--- src/rtl/vga_timing_gen.sv ---
// 640x480@60 VGA raster timing: pixel/line counters, visible-area decode,
// delayed active-low syncs, frame-start strobe and a frame counter.
module vga_timing_gen #(
  parameter int H_VISIBLE  = 640,
  parameter int H_FP       = 16,
  parameter int H_SYNC     = 96,
  parameter int H_BP       = 48,
  parameter int V_VISIBLE  = 480,
  parameter int V_FP       = 10,
  parameter int V_SYNC     = 2,
  parameter int V_BP       = 33,
  parameter int SYNC_DELAY = 1
) (
  input  logic        vga_clk,
  input  logic        reset,
  output logic [9:0]  DrawX,
  output logic [9:0]  DrawY,
  output logic        blank,
  output logic        hs,
  output logic        vs,
  output logic        frame_start,
  output logic [15:0] frame_count
);

  localparam int H_TOTAL = H_VISIBLE + H_FP + H_SYNC + H_BP;
  localparam int V_TOTAL = V_VISIBLE + V_FP + V_SYNC + V_BP;

  localparam logic [9:0]  H_LAST   = 10'(H_TOTAL - 1);
  localparam logic [9:0]  V_LAST   = 10'(V_TOTAL - 1);
  // 11-bit bounds so a sync window ending exactly at 1024 still decodes
  localparam logic [10:0] H_VIS    = 11'(H_VISIBLE);
  localparam logic [10:0] V_VIS    = 11'(V_VISIBLE);
  localparam logic [10:0] HS_START = 11'(H_VISIBLE + H_FP);
  localparam logic [10:0] HS_END   = 11'(H_VISIBLE + H_FP + H_SYNC);
  localparam logic [10:0] VS_START = 11'(V_VISIBLE + V_FP);
  localparam logic [10:0] VS_END   = 11'(V_VISIBLE + V_FP + V_SYNC);

  logic [9:0]            hc, vc;
  logic [10:0]           hc_x, vc_x;
  logic                  hs_raw, vs_raw;
  logic [SYNC_DELAY-1:0] hs_pipe, vs_pipe;

  always_ff @(posedge vga_clk) begin
    if (reset) begin
      hc          <= '0;
      vc          <= '0;
      frame_count <= '0;
    end else if (hc == H_LAST) begin
      hc <= '0;
      if (vc == V_LAST) begin
        vc          <= '0;
        frame_count <= frame_count + 16'd1;
      end else begin
        vc <= vc + 10'd1;
      end
    end else begin
      hc <= hc + 10'd1;
    end
  end

  assign hc_x = {1'b0, hc};
  assign vc_x = {1'b0, vc};

  always_comb begin
    hs_raw = !((hc_x >= HS_START) && (hc_x < HS_END));
    vs_raw = !((vc_x >= VS_START) && (vc_x < VS_END));
  end

  // Delay matches the renderers' colour latency; reset loads idle-high so
  // no truncated pulse leaks out after a mid-frame reset.
  always_ff @(posedge vga_clk) begin
    if (reset) begin
      hs_pipe <= '1;
      vs_pipe <= '1;
    end else begin
      hs_pipe[0] <= hs_raw;
      vs_pipe[0] <= vs_raw;
      for (int i = 1; i < SYNC_DELAY; i++) begin
        hs_pipe[i] <= hs_pipe[i-1];
        vs_pipe[i] <= vs_pipe[i-1];
      end
    end
  end

  assign DrawX       = hc;
  assign DrawY       = vc;
  assign blank       = (hc_x < H_VIS) && (vc_x < V_VIS);
  assign frame_start = (hc == 10'd0) && (vc == 10'd0);
  assign hs          = hs_pipe[SYNC_DELAY-1];
  assign vs          = vs_pipe[SYNC_DELAY-1];

endmodule

--- config.mk ---
export PLATFORM = sky130hd
export DESIGN_NAME = vga_timing_gen
export DESIGN_NICKNAME = d
export VERILOG_FILES = /design/src/rtl/vga_timing_gen.sv
export SDC_FILE = /design/constraint.sdc
export NUM_CORES = 1
export LEC_CHECK = 0
export ABC_AREA = 1
export BUFFER_PORTS_ARGS = -buffer_cell sky130_fd_sc_hd__buf_2
export CAP_MARGIN = 20
export CORE_MARGIN = 2
export CORE_UTILIZATION = 49
export CTS_CLUSTER_DIAMETER = 60
export DETAILED_ROUTE_END_ITERATION = 12
export PLACE_DENSITY = 0.8
export RECOVER_POWER = 100
export SLEW_MARGIN = 25
export SYNTH_ARGS = -nofsm -noshare
export SYNTH_HDL_FRONTEND = slang
export SYNTH_SLANG_ARGS = --single-unit
--- constraint.sdc ---
create_clock -name vga_clk -period 3.11 [get_ports vga_clk]
set_input_delay 0.311 -clock vga_clk [delete_from_list [all_inputs] [get_ports vga_clk]]
set_output_delay 0.311 -clock vga_clk [all_outputs]
set_load 0.02 [all_outputs]
==> results_dict.tcl <==
set metrics [dict create \
    p_leak_nw 0.9724 \
    dr.pass1.iters 4 \
    core_area_um2 4384 \
    routed_wl_um 5108 \
    ant_nets 0 \
    clock_latency_ns 0.30 \
    grt_pass1_vias 1923 \
    postCtsHoldBufs 0 \
    total_power_w 0.001035 \
    drive_above_1_share 0.05959 \
    min-delay-path-class "input port to flip-flop" \
    synth.largest_area_cell "dfxtp_1" \
    dp_hpwl_um 3750 \
    skew_ns 0.008257 \
    synthDistinctLibCells 27 \
    final_util 0.5705 \
    die_h_um 71.55 \
    final_cells 438 \
    cts_tree "yes" \
    dp_cells 430 \
    power_density_nw_per_um2 414.0 \
    drtIter0Drc 77 \
    root_buffer "clkbuf_8" \
    critPathRequiredTime_ns 3.31 \
    fin_crit_sh 0.6688 \
    synthCells 341 \
    finalSetupViolations 0 \
    rows 24 \
    grt.met2_usage 0.3333 \
    seq_area_frac_synth 0.3402 \
    netlist_area_um2 2236 \
    rsz0062_at_grt "no" \
    synth_top_cell_area_share 0.3402 \
    hold_violations 0 \
    grt_first_pass_wirelength_um 8535 \
    drv_slew 0 \
    use_met1 0.2735 \
    synth_seq_cells 38 \
    io_buffers 41 \
    slew_headroom 0.6384 \
    yosysWarnings 0 \
    path_max_fanout 8 \
    fin_hold_ws_ns 0.3894 \
    cap_violations 0 \
    synth.most_common_cell "nand2_1" \
    cts_setup_buffers 0 \
    n_antenna_cell 0 \
    synth_common_cells "nand2_1, nor2_1, inv_1, dfxtp_1, nand3_1" \
    ir_drop_mv 0.2798 \
    gr-usage-met3 0.04501 \
    area_growth_pct 11.86 \
    nFillCells 455 \
    grtUsageTotal 0.2073 \
    num-nets-final 393 \
    remaining_drc_errors 0 \
    route.detailed.wl_per_inst_um 11.66 \
    synth-edff-count 0 \
    synthArstFlopShare 0 \
    tightest_slew_ns 0.5404 \
    cp-start-kind "flip-flop" \
    num_io_pins 42 \
    die_area_um2 5119 \
    syn-num-nets 349 \
    min_period_ns 2.080 \
    clock-sinks 38 \
    cts_buffers 5 \
    grt-ovfl-total 0 \
    fin_setup_tns_ns 0 \
    die_w_um 71.55 \
    clockBufferDepth 2 \
    place.gp.congestion 0.9106 \
    max_freq_mhz 480.8 \
    syn_area_per_cell_um2 6.557 \
    status "completed" \
    antenna_found_initial 0 \
    cp.arrival_ns 2.28 \
    grt_max_degree 18 \
    start_util 0.5100 \
    cts_max_level 2 \
    vias_per_cell 5.032 \
    clkTransAtPathRegs_ns 0.08 \
    path_class "flip-flop to flip-flop" \
    cts_resized 0 \
    via_count 2204 \
    grt_busiest_layer "met2" \
    crit_path_end_kind "flip-flop" \
    synth_area_leaders "dfxtp_1, nand2_1, nor2_1, inv_1, nand3_1" \
    synthFlopType "dfxtp_1" \
]
## kinds of logic (layout without fill, tap and decap cells)
family	after synthesis	after routing	share of synthesized area
and+or+nand+nor	206	206	0.4404
DFF	38	38	0.3402
buffers and inverters	55	100	0.09401
AOI/OAI and AO/OA	30	30	0.06827
xor gates and xnor gates	6	6	0.02350
adders and majority gates	6	6	0.03357
## cell type report
cell class | instances | area, µm² | share of cell area
well taps | 52 | 65.06 | 0.02601
clock inverters | 3 | 68.82 | 0.02751
inverters | 51 | 191.4 | 0.07654
flip-flops and latches | 38 | 760.7 | 0.3042
multi-input cells | 248 | 1191 | 0.4762
clock buffers | 5 | 68.82 | 0.02751
repair buffers | 41 | 155.1 | 0.06203
## layout by cell type (no fill, tap or decap), types with 2 or more instances in the layout
master	synthesis	routed
inv_2	5	3
o21ai_0	7	7
clkbuf_8	0	5
nor2_2	7	5
inv_1	46	48
nand4_1	7	8
clkbuf_1	1	40
nor2_4	6	3
ha_1	6	6
xor2_1	4	4
nand3_1	29	30
nor4_1	4	4
bufinv_16	0	2
nor2_1	48	54
nor3b_1	2	2
nand2_1	88	90
xnor2_1	2	2
dfxtp_1	38	38
a21oi_1	22	22
nor3_1	5	5
## through the flow
| step | area (µm²) | setup WS [ns] |
|---|---|---|
| after floorplan | 2236 | 1.449 |
| final | 2501 | 1.030 |
| after global routing | 2501 | 0.8186 |
| after global placement | 2487 | 1.544 |
| after CTS | 2625 | 1.192 |
| after detailed placement | 2487 | 1.529 |
## report_power, final
| part | switching (W) | internal [W] |
|---|---|---|
| clock | 0.000185 | 0.000321 |
| sequential | 0.00000403 | 0.000489 |
| combinational | 0.0000251 | 0.0000103 |
| total | 0.000215 | 0.000821 |
## worst max-delay path: stages (launching register included)
cell	delay, ns
dfxtp_1	0.40
ha_1	0.24
nand3_1	0.18
nor2_1	0.14
nand2_1	0.18
nor2_1	0.48
nor2_1	0.20
nand3_1	0.13
inv_1	0.04
## state kept, by name (all words and copies together) (netlist names)
name / cells
frame_count: 16
DrawY: 10
DrawX: 10
vs: 1
hs: 1
## worst paths after layout
kind	start	to	slack [ns]	cells past startpoint
max	DrawX[0]$_SDFF_PP0_	DrawY[2]$_SDFFE_PP0N_	1.03	8
min	reset	frame_count[10]$_SDFFE_PP0P_	0.39	2
max reg2reg	DrawX[0]$_SDFF_PP0_	DrawY[2]$_SDFFE_PP0N_	1.03	8
min reg2reg	DrawX[0]$_SDFF_PP0_	DrawX[0]$_SDFF_PP0_	0.49	1
## routing by layer
metal / up-vias / wire length [µm]
met5: - / 0
met4: 0 / 82
met3: 6 / 260
met2: 48 / 2356
met1: 992 / 2409
li1: 1158 / -
No activity file was read; power rests on OpenSTA's default activity.
